### src/rtl/rr_arbiter_6.sv
// Six-requester round-robin arbiter that holds each grant until the owner signals done.
// Optional forced release after MAX_HOLD cycles is built when ARB6_TIMEOUT_EN is defined.
module rr_arbiter_6 #(
  parameter logic [5:0] BubblesMask = 6'b000000,
  parameter int         MAX_HOLD    = 16
) (
  input  logic       clock,
  input  logic       reset,
  input  logic [5:0] req,
  input  logic       done,
  output logic [5:0] grant,
  output logic       grant_valid,
  output logic [2:0] grant_id,
  output logic       idle,
  output logic       timeout,
  output logic       busy
);

  // Handshake: a requester holds its (corrected) req until granted; the owner
  // keeps the resource while grant is set and asserts done for one cycle to
  // hand it back. done is only observed while busy.

  typedef enum logic {IDLE, BUSY} state_t;

  state_t     state;
  logic [5:0] real_req;
  logic [2:0] last_ptr;
  logic       pick_found;
  logic [2:0] pick_id;
  logic [3:0] cand;
  logic       forced;
  logic       release_now;

  assign real_req    = req ^ BubblesMask;
  assign idle        = ~|real_req;
  assign grant_valid = |grant;
  assign busy        = (state == BUSY);

  // Rotating search: offsets 1..6 past last_ptr, so last_ptr itself is tried last.
  always_comb begin
    pick_found = 1'b0;
    pick_id    = 3'd0;
    cand       = 4'd0;
    for (int k = 1; k <= 6; k++) begin
      cand = {1'b0, last_ptr} + 4'(k);
      if (cand >= 4'd6) cand = cand - 4'd6;
      if (!pick_found && real_req[cand[2:0]]) begin
        pick_found = 1'b1;
        pick_id    = cand[2:0];
      end
    end
  end

`ifdef ARB6_TIMEOUT_EN
  localparam logic [7:0] HOLD_LAST = 8'(MAX_HOLD - 1);
  logic [7:0] hold_cnt;

  // done takes precedence, so a coincident done never raises timeout.
  assign forced = (hold_cnt == HOLD_LAST) && !done;

  always_ff @(posedge clock) begin
    if (reset) begin
      hold_cnt <= 8'd0;
      timeout  <= 1'b0;
    end else begin
      timeout <= (state == BUSY) && forced;
      if (state == IDLE || release_now) hold_cnt <= 8'd0;
      else                              hold_cnt <= hold_cnt + 8'd1;
    end
  end
`else
  assign forced  = 1'b0;
  assign timeout = 1'b0;
`endif

  assign release_now = done || forced;

  always_ff @(posedge clock) begin
    if (reset) begin
      state    <= IDLE;
      grant    <= 6'd0;
      grant_id <= 3'd0;
      last_ptr <= 3'd5;
    end else begin
      case (state)
        IDLE: begin
          if (pick_found) begin
            grant    <= 6'b000001 << pick_id;
            grant_id <= pick_id;
            last_ptr <= pick_id;
            state    <= BUSY;
          end
        end
        BUSY: begin
          if (release_now) begin
            if (pick_found) begin
              grant    <= 6'b000001 << pick_id;
              grant_id <= pick_id;
              last_ptr <= pick_id;
            end else begin
              grant    <= 6'd0;
              grant_id <= 3'd0;
              state    <= IDLE;
            end
          end
        end
        default: state <= IDLE;
      endcase
    end
  end

endmodule

### config.mk
export PLATFORM = sky130hd
export DESIGN_NAME = rr_arbiter_6
export DESIGN_NICKNAME = d
export VERILOG_FILES = /design/src/rtl/rr_arbiter_6.sv
export SDC_FILE = /design/constraint.sdc
export NUM_CORES = 1
export LEC_CHECK = 0
export CELL_PAD_IN_SITES_DETAIL_PLACEMENT = 1
export CELL_PAD_IN_SITES_GLOBAL_PLACEMENT = 2
export CORE_MARGIN = 5
export CORE_UTILIZATION = 29
export CTS_CLUSTER_DIAMETER = 150
export DETAILED_ROUTE_END_ITERATION = 10
export PLACE_DENSITY_LB_ADDON = 0.1
export SLEW_MARGIN = 30
export SYNTH_ARGS = -nofsm -noshare
export SYNTH_HDL_FRONTEND = slang
export SYNTH_SLANG_ARGS = --single-unit
### constraint.sdc
create_clock -name clock -period 3.16 [get_ports clock]
set_input_delay 0.474 -clock clock [delete_from_list [all_inputs] [get_ports clock]]
set_output_delay 0.474 -clock clock [all_outputs]
set_load 0.02 [all_outputs]
After elaboration in Yosys (flattened, before gate mapping)
Cells that the tools add are included.

storage, ports and cells
  bits in registers = 13
  memories kept = 0
  bits in read-only memories = 0
  bits in latches = 0
  output and inout bits = 13
  memory bits (writable) = 0
  logic and storage cells = 90

cells by class
  order comparisons = 12
  equality and inequality tests = 2
  $add $sub $neg = 12
  bitwise operators = 1
  $mul = 0
  div/mod/pow operators = 0
  reductions and logical operators = 14
  multiplexer cells = 44
  shift-type cells = 1

operators by type and width
  operator                                                                      count
  3-bit two-way mux                                                             17
  4-bit by 3-bit >= comparator with 1-bit output, second input constant         6
  3-bit by 4-bit less-than comparator with 1-bit output, second input constant  6
  1-bit binary-select mux with 3-bit select                                     6
  6-bit two-way mux                                                             3
  3-bit subtractor, second input constant                                       6
  1-bit two-way mux                                                             14
  3-bit by 3-bit adder with 4-bit output, second input constant                 3
  3-bit one-hot mux with 2 select lines                                         2
  6-bit one-hot mux with 2 select lines                                         1
  6-bit OR reduction                                                            2
  3-bit by 2-bit adder with 4-bit output, second input constant                 2
  1-bit zero test                                                               6
  1-bit by 3-bit left shift with 6-bit output, first input constant             1
  1-bit logical AND                                                             5
  3-bit by 1-bit adder with 4-bit output, second input constant                 1
  2-bit inequality test, second input constant                                  2
  1-bit one-hot mux with 2 select lines                                         1
  2-bit AND reduction                                                           1
  1-bit inverter                                                                1

Longest topological paths before layout
Gate-level depths: netlist of the first run.

  depth after elaboration = 25
  mapped depth = 14
  gate-level depth less buffers = 10

Worst setup path after synthesis of the first run
No wires, ideal clock.

  path type = reg2reg
  start point = reg last_ptr[1]
  end point = reg last_ptr[2]
  path slack = 75 ps
  library setup time = 120 ps
  arrival = 2,965 ps
  required time = 3,040 ps
  buffers on the path = 2
  stages on the path, launching flop included = 12
  cell sequence = dfxtp_1 clkbuf_1 inv_1 ha_1 clkbuf_1 o211ai_1 a2bb2oi_1 nor4_4 a221oi_1 o21ai_2 nor2b_1 a211o_1

on the way
  cells in the longest elaborated chain, start to end = 24
  elaborated cells between the ends (all ways) = 61

RTL lines
  item                                                                                line    text
  start, declared                                                                     27      logic [2:0] last_ptr;
  start signal, assigned                                                              90      last_ptr <= pick_id;
  start signal, assigned                                                              99      last_ptr <= pick_id;
  3-bit by 1-bit adder with 4-bit output                                              45      cand = {1'b0, last_ptr} + 4'(k);
  4-bit by 3-bit >= comparator with 1-bit output or 3-bit subtractor (tied branches)  46      if (cand >= 4'd6) cand = cand - 4'd6;
  3-bit two-way mux                                                                   46
  1-bit binary-select mux with 3-bit select                                           47      if (!pick_found && real_req[cand[2:0]]) begin
  1-bit two-way mux (implied by the code)                                             47
  1-bit two-way mux                                                                   47
  1-bit zero test                                                                     47
  1-bit logical AND                                                                   47
  (+8 left out)                                                                       n/a
  1-bit logical AND                                                                   47
  1-bit two-way mux                                                                   47
  1-bit zero test                                                                     47
  1-bit logical AND                                                                   47
  3-bit two-way mux or 1-bit two-way mux (tied branches)                              47
  3-bit two-way mux (*)                                                               87, 96
  3-bit two-way mux                                                                   95      if (release_now) begin
  3-bit one-hot mux with 2 select lines (*)                                           85      case (state)

Mark *: on every way between the ends. The rest lies on a longest branch, timed or not. The select of a mux whose other input is x is not followed.
A chain may end at the register's enable or synchronous reset.

Worst setup path after layout of the first run
  start point = reg last_ptr[1]
  end point = reg grant[2]

on the way
  cells in the longest elaborated chain, start to end = 25
  elaborated cells between the ends (all ways) = 65

RTL lines
  item                                                                                line    text
  3-bit by 1-bit adder with 4-bit output                                              45
  4-bit by 3-bit >= comparator with 1-bit output or 3-bit subtractor (tied branches)  46
  3-bit two-way mux                                                                   46
  1-bit binary-select mux with 3-bit select                                           47
  1-bit two-way mux (implied by the code)                                             47
  1-bit two-way mux                                                                   47
  1-bit zero test                                                                     47
  1-bit logical AND                                                                   47
  (+9 left out)                                                                       n/a
  1-bit two-way mux                                                                   47
  1-bit zero test                                                                     47
  1-bit logical AND                                                                   47
  3-bit two-way mux                                                                   47
  1-bit by 3-bit left shift with 6-bit output                                         88, 97
  6-bit two-way mux                                                                   96      if (pick_found) begin
  6-bit two-way mux                                                                   95
  6-bit one-hot mux with 2 select lines                                               85
  end signal, assigned                                                                88      grant <= 6'b000001 << pick_id;
  end signal, assigned                                                                97      grant <= 6'b000001 << pick_id;
  end, declared                                                                       11      output logic [5:0] grant,

Several ways; a longest one is shown, not always the timed one. The select of a mux whose other input is x is not followed.

==> results.txt, run 1 <==
- The flow ran to the end, and the final reports show no timing, DRC or antenna violations.
* Number of buffers inserted during clock tree synthesis: 3
* Crit path time final: 2.951 ns
- The later pin in the worst-skew pair is clocked with a latency of 0.24 ns.
* Clock tree from TritonCTS: built
- The floorplan step defined a core boundary enclosing 5075 sq um.
* Largest clock skew in the final design: 0.001829 ns
- Worst EP required: 3.35 ns
- Number of flops mapped to enable cells by yosys: 0
* Post-Route Setup TNS: 0 ns
- The clock passes through at most 2 buffers.
- In this run the power density over the cells is 1329 nW/um^2.
- The worst setup path is captured at a flop.
- The library cells used most frequently in the layout, excluding fill and tap cells, are sky130_fd_sc_hd__clkdlybuf4s50_1 (20), sky130_fd_sc_hd__nor2_1 (16), sky130_fd_sc_hd__buf_4 (15).
- Via count of the first global-routing pass: 1,624
* Total non-filler cell area in the finished layout: 1968 sq um
- Entering global routing, the biggest net connects 17 pins.
- Most frequent standard cell in the layout excluding fill and tap cells: sky130_fd_sc_hd__clkdlybuf4s50_1
- Async S/R FF share, synth: 0%
- The first global-routing pass estimated 7886 um of wire.
- Post-CTS Setup Repair Bufs: 0
- Summed over all cells, the static leakage comes to 0.0007989 uW.
- Number of different library cells in the post-synthesis netlist: 65
* Net count of the mapped netlist: 204
- Counting flops and latches in the post-synthesis netlist gives 13.
* Die W: 82.20 um
- The number of failing hold endpoints at the final stage came to 0.
- Number of clock sinks: 13
* Site Rows: 26
- Based on the critical path, the design can be clocked at up to 0.3388 GHz.
* Final setup vio count: 0
- Along the worst path, the maximum fanout reaches 9.
- Wirelength, routed: 4735 um
* Finished Core Util: 38.78%
- Summing the sequential cell areas from Yosys gives 17.22% of the chip area.
- After filler insertion, the fill cell instance count of the layout stands at 614.
- The initial utilization of the core area, before any placement, comes to 29.78%.
* Pins over their slew limit: 0
* Post-detailed-route wirelength per cell: 16.50 um
- In the global route stage, overall resource usage came out at 15.05%.
- Summed instance area of the synthesized netlist: 1511 sq um
- Max-cap violations in this run came to 0.
- Post-detailed-placement cell area: 1878 sq um
- The share of synthesized area in the top cell type comes to 17.22%.
* Worst IR drop on VDD: 0.3481 mV
* H-tree lvl count: 1
- At the end of the flow, the number of nets in the layout was 236.
- Antenna violations before repair: 0
- Ranking of synthesized cells by area: sky130_fd_sc_hd__dfxtp_1 (17%), sky130_fd_sc_hd__ha_1 (7.5%), sky130_fd_sc_hd__nor2_1 (4.0%)
- 0 antenna diodes ended up in the layout.
- Clock-pin slew was measured on the worst setup and hold paths at 0.05 ns.
- Area used by multi-input combinational logic: 1207 sq um
- Among all flip-flop cells after synthesis, the most frequent one is sky130_fd_sc_hd__dfxtp_1.
* Die Height: 82.20 um
* Class of the tightest hold or removal check: flop to flop
* Vias after detailed routing: 1,563
- After detailed routing, the number of remaining DRC violations is 0.
* Kind of start point of the critical path: flop
- The critical path in this run is classified as flop to flop.
- Post-route ant nets: 0
- Tot Pwr: 2617 uW
- Count of routing violations after the opening detailed-route iteration: 44
* Number of port buffers: 20
- HPWL after detailed placement: 3971 um
- Relative area change from synthesis to final layout: 30.22%
* Fraction of final layout cells with drive strength greater than 1: 21.20%
- Synthesis produced a netlist whose cell count is 186.
- Before antenna repair, the detailed router went through 4 iterations.
* Count of yosys warnings during synthesis: 0
- In this run the clock root is driven by a sky130_fd_sc_hd__clkbuf_8.
- Pin placement for this block handled 22 I/O pins.
* Die ar.: 6756 sq um
* Post-synthesis average cell area: 8.126 sq um
- Sequential cell area: 261.5 sq um
- Summed over all layers, the global routing overflow is 0.
- Post-synthesis cell type with the largest combined area: sky130_fd_sc_hd__dfxtp_1
- Data arrival, critical path: 3.14 ns
- Worst Hold Slack: 0.4618 ns
- At the end of routability-driven placement, the weighted congestion stood at 0.8958.
* Final critical-path share of the clock period: 93.40%
* Via density per instance: 5.446
-- synthesized netlist by cell type, types with 3 or more instances --
library cell	n
sky130_fd_sc_hd__nand3_1	5
sky130_fd_sc_hd__clkbuf_1	3
sky130_fd_sc_hd__ha_1	9
sky130_fd_sc_hd__a21oi_1	8
sky130_fd_sc_hd__a21o_1	3
sky130_fd_sc_hd__nand2b_1	5
sky130_fd_sc_hd__and2_1	3
sky130_fd_sc_hd__inv_1	6
sky130_fd_sc_hd__nor2_1	16
sky130_fd_sc_hd__buf_2	4
sky130_fd_sc_hd__mux2i_1	4
sky130_fd_sc_hd__o21ai_0	5
sky130_fd_sc_hd__nor3_1	8
sky130_fd_sc_hd__o211ai_1	3
sky130_fd_sc_hd__a22o_1	5
sky130_fd_sc_hd__xnor2_1	5
sky130_fd_sc_hd__dfxtp_1	13
sky130_fd_sc_hd__nor4_1	4
sky130_fd_sc_hd__a31oi_1	3
sky130_fd_sc_hd__nor2b_1	3
sky130_fd_sc_hd__nand2_1	14
sky130_fd_sc_hd__mux2_2	3
-- critical path, cell delays in order (launching register included) --
cell and delay [ns]:
sky130_fd_sc_hd__dfxtp_1 0.40, sky130_fd_sc_hd__buf_12 0.15, sky130_fd_sc_hd__ha_1 0.27, sky130_fd_sc_hd__xor2_1 0.28, sky130_fd_sc_hd__nor2_1 0.15, sky130_fd_sc_hd__o21a_1 0.25
sky130_fd_sc_hd__nor4_4 0.45, sky130_fd_sc_hd__nand2_1 0.11, sky130_fd_sc_hd__o32ai_1 0.31, sky130_fd_sc_hd__buf_4 0.17, sky130_fd_sc_hd__o211a_1 0.22, sky130_fd_sc_hd__a22o_1 0.14
-- power breakdown --
group / internal [uW] / total, uW / switching [uW]
combinational: 968 / 2200 / 1230
clock: 89.0 / 147 / 58.0
sequential: 223 / 274 / 50.7
total: 1280 / 2620 / 1340
-- metrics by stage --
stage | instances | setup slack, ns
after global placement | 283 | -0.01181
after CTS | 287 | 0.05293
after floorplan | 186 | 0.07499
final | 287 | 0.2086
after global routing | 287 | -0.001943
after detailed placement | 283 | -0.05083
-- path summary, 6_finish.rpt --
check / start / to / slack [ns] / cells after the start
worst max-delay path: last_ptr[1] / grant[2] / 0.21 / 11
worst min-delay path: grant_id[0] / grant_id[0] / 0.46 / 2
worst max register to register: last_ptr[1] / grant[2] / 0.21 / 11
worst min register to register: grant_id[0] / grant_id[0] / 0.46 / 2
-- final cells by class --
class / instances / area share, %
Sequential cell: 13 / 13.29
Inverter: 6 / 1.144
Multi-Input combinational cell: 157 / 61.35
Tap cell: 70 / 4.450
Timing Repair Buffer: 37 / 17.48
Clock buffer: 4 / 2.289
-- per-layer routing --
layer  part of all wire [%]  vias up  GRT usage (%)
met3                    2.7       10          2.711
met1                     49      760          20.89
met5                      0        -              0
met2                     46       27          23.48
met4                    2.6        0          4.651
li1                       -      766              -
-- sequential cells by signal, indices dropped and copies added, names as in the netlist --
signal,cells
last_ptr,3
grant_id,3
busy,1
grant,6
-- kinds of logic (layout without fill, tap and decap cells) --
family	after synthesis	in the layout	share of synthesized area (%)
AO/OA/AOI/OAI	55	55	28.89
flip-flops	13	13	17.22
adder cells (fa/ha/maj)	9	9	7.450
buffers and inverters	16	47	5.546
multiplexers	11	11	9.519
other	1	1	0.2481
XOR/XNOR	7	7	4.056
AND/OR/NAND/NOR	74	74	27.07
-- repair_timing --
action / in CTS / in global routing
endpoints found under the setup margin: 1 / 12
pin swaps: 0 / 1
gates resized for setup: 1 / 10
hold buffers: 0 / 0
Power figures use the tool's default switching activity.
==> run 2, diff against run 1 <==
--- a/config.mk
+++ b/config.mk
@@ -5,10 +5,11 @@
 export SDC_FILE = /design/constraint.sdc
 export NUM_CORES = 1
 export LEC_CHECK = 0
+export ABC_AREA = 1
 export CELL_PAD_IN_SITES_DETAIL_PLACEMENT = 1
 export CELL_PAD_IN_SITES_GLOBAL_PLACEMENT = 2
 export CORE_MARGIN = 5
-export CORE_UTILIZATION = 29
+export CORE_UTILIZATION = 26
 export CTS_CLUSTER_DIAMETER = 150
 export DETAILED_ROUTE_END_ITERATION = 10
 export PLACE_DENSITY_LB_ADDON = 0.1
==> run 2 against run 1 <==
  * Sequential share of layout area increased by 0.82 points
  * Die area up 9.1%
  * Cell count increased by 18%
  * Core utilization fell by 5.5 points
==> results.txt, run 2 <==
- Result of the run: completed
* Hold path depth: 2
* Async S/R FF share, synth: 0%
- Overflow left after global routing: 0
- Hold repair after CTS inserted 0 buffers.
- Slowest stage cell, crit path: sky130_fd_sc_hd__dfxtp_1
- Via count of the first global-routing pass: 1,665
- In the final routed layout, each cell accounts on average for 14.45 um.
* Worst slew pin tran: 0.5075 ns
- Once layout is done, the placed cells without fillers occupy 1846 sq um.
* Wirelength, routed: 4912 um
- Each instance of the synthesized netlist takes up on average 6.184 sq um.
- Die ar.: 7373 sq um
* Portion of the post-synthesis area used by sequential elements: 17.39%
- Clock latency on the worst-skew pair, taken at its later pin, is 0.24 ns.
* Clk root buf: sky130_fd_sc_hd__clkbuf_8
- Final setup vio count: 0
- Among all flip-flop cells after synthesis, the most frequent one is sky130_fd_sc_hd__dfxtp_1.
- Max Clk Rate: 0.3621 GHz
- On the worst path, the slowest cell contributes a delay of 0.54 ns.
- Setup repair after global routing left no endpoint under its margin.
- Counting flops per register, the top entry is grant.
* Die Height: 85.87 um
* R2R Path Start: last_ptr[2]
- Critical path class: flop to flop
- Across the routed clock network, the largest skew measured is 0.006404 ns.
* First-pass iteration count of the detailed router: 2
* Antenna violations before repair: 0
- Post-synthesis cell type with the largest combined area: sky130_fd_sc_hd__dfxtp_1
* Die W: 85.87 um
- The synthesized design devotes to its leading area cell type 17.39% of total area.
- Std-Cell Core Area: 5540 sq um
- Post-route ant nets: 0
- Relative to the synthesized area, the layout overhead comes to 23.33%.
* Post-CTS Setup Repair Bufs: 0
- Global-route wire length before repair: 8390 um
- Pins over their slew limit: 0
- Total global routing track utilization: 14.14%
* Critical Path Most Common Cell: sky130_fd_sc_hd__nand2_1
- Critical path, cell by cell: inv_2 -> ha_1 -> nand2_1 -> o211ai_1 -> nand2_1 -> inv_2 -> nand3_1 -> nor2_4 -> nand4_1 -> nand2_1 -> nor2_1 -> nor2_1 -> nand2_1 -> a21oi_1
- For the finished layout, the period the worst path requires is 2.761 ns.
- Yosys mapped the design onto 32 distinct sky130hd cell types.
- The synthesized netlist occupies a cell area of 1496 sq um.
- Clock-pin slew was measured on the worst setup and hold paths at 0.06 ns.
* Finished Core Util: 33.31%
- Endpoint of the most critical setup path: grant[4]
- The clock drives 13 sinks.
- The register with the most flip-flops in the layout has 6 of them.
- After detailed routing, no signal wire sits above met4.
* Worst-path maximum fanout: 8
* Max-Slew Margin vs Limit: 66.06%
- The worst hold path belongs to the class flop to flop.
* Post-Route Setup TNS: 0 ns
- Most frequent standard cell in the layout excluding fill and tap cells: sky130_fd_sc_hd__nand2_1
- Net count of the mapped netlist: 260
- The worst setup path is launched from a flop.
- By area the synthesized netlist is led by sky130_fd_sc_hd__dfxtp_1 (17%), sky130_fd_sc_hd__nand2_1 (16%), sky130_fd_sc_hd__nand3_1 (11%).
* H-tree lvl count: 1
- Number of flops mapped to enable cells by yosys: 0
* Number of buffers and inverters on the critical path: 2
- The clock passes through at most 2 buffers.
* Flop-to-flop setup slack: 0.40 ns
- Number of max-cap violations: 0
- At the worst endpoint, the arrival time is 2.92 ns.
- The detailed router put a total of 2307 um of wire on met1.
- GPL Wtd Cong: 0.7638
* Setup crit end kind: flop
* WL met3: 100 um
- After detailed routing, the number of vias per cell comes to 4.750.
- Tracing the worst setup path back leads to its startpoint at last_ptr[2].
- Depth of the worst register-to-register path: 14
- The first routing iteration left 51 violations.
- After clock tree synthesis, the repair step resized 0 gates.
- The number of failing hold endpoints at the final stage was 0.
- Number of buffers inserted during clock tree synthesis: 3
* Synth Instances: 242
* Detailed route wirelength on metal2: 2424 um
- Cell family with most CP delay: simple AND/OR/NAND/NOR gates
* Pin count of the biggest net entering global routing: 21
- In the routed design, unresolved DRC markers number 0.
* Site Rows: 27
- During synthesis, Yosys emitted a total of 0 warnings.
- Count of state elements after synthesis: 13
- Final critical-path share of the clock period: 87.39%
- In this run the critical register-to-register path is captured at grant[4].
- For this run, the post-layout net count is 287.
* Initial Util: 27.01%
- Top Registers: grant: 6 flops, grant_id: 3 flops, last_ptr: 3 flops
* Post-detailed-placement cell area: 1800 sq um
- Counting instances in the post-synthesis netlist gives the leading cell types as sky130_fd_sc_hd__nand2_1 (62), sky130_fd_sc_hd__nand3_1 (34), sky130_fd_sc_hd__inv_1 (25), sky130_fd_sc_hd__nor2_1 (23), sky130_fd_sc_hd__dfxtp_1 (13).
- Number of diodes added for antenna fixing: 0
- The routed layout has 1,615 vias.
* Clock tree from TritonCTS: built
- Of the cells placed in the final design, the portion with a size suffix greater than 1 is 14.93%.
- Highest-count cells in the layout ignoring fill and taps: sky130_fd_sc_hd__nand2_1 (62), sky130_fd_sc_hd__nand3_1 (34), sky130_fd_sc_hd__inv_1 (25)
* Worst EP required: 3.32 ns
- Count leader, synth: sky130_fd_sc_hd__nand2_1
- Worst Hold Slack: 0.4754 ns
- The HPWL after detailed placement is 4112 um.
* Ports: 22
- The critical path runs through a total of 14 cells.
- During placement, the flow inserted port buffers numbering 20.
[run 2: cell count changes after synthesis, sizes merged, moves of 7 or more]
cell   previous run  this run
nand2            14        75
nor3              9         1
inv               6        31
nor2             16        26
nand4             3        10
nand3             5        37
[run 2: metrics by stage]
step	cells	worst slack, ns
after floorplan	242	0.7517
after global placement	336	0.3003
after detailed placement	336	0.2848
after CTS	340	0.3045
after global routing	340	0.08390
final	340	0.3986
[run 2: layout make-up]
cell class / count / area, sq um
clock buffer: 4 / 45.04
fill: 752 / 3695
inverter: 31 / 116.4
multi-input combinational: 194 / 1089
sequential: 13 / 260.3
tap: 72 / 90.09
timing repair buffer: 26 / 245.2
[run 2: worst min-delay path by stage]
stage / startpoint / endpoint / slack [ns]
final: grant_id[0] / grant_id[0] / 0.48
after global routing: grant_id[0] / grant_id[0] / 0.50
after CTS: grant_id[0] / grant_id[0] / 0.48
after detailed placement: grant_id[0] / grant_id[0] / 0.47
after global placement: grant_id[0] / grant_id[0] / 0.47
after floorplan: last_ptr[1] / last_ptr[1] / 0.52
[run 2: per-layer routing]
layer  vias to the layer above  track usage, %
met1                       748           17.96
li1                        846               -
met5                         -               0
met2                        15           25.02
met3                         6           1.825
met4                         0           3.597
[run 2: worst min-delay path: cells and delay by family (launching register included)]
family | cells | cell delay (ns)
flops | 1 | 0.31
compound gates | 1 | 0.06
simple gates | 1 | 0.06
[run 2: cells by family after synthesis]
logic type / Yosys count / share of synthesized area, %
xor+xnor: 3 / 2.258
simple gates: 151 / 50.00
compound gates: 30 / 12.71
flops: 13 / 17.39
other cells: 1 / 0.2506
buf+inv: 35 / 9.866
fa+ha+maj: 9 / 7.525
Power of run 2 is not shown: default switching activity piles up to over one toggle a cycle in this logic, so the estimate is an artifact.
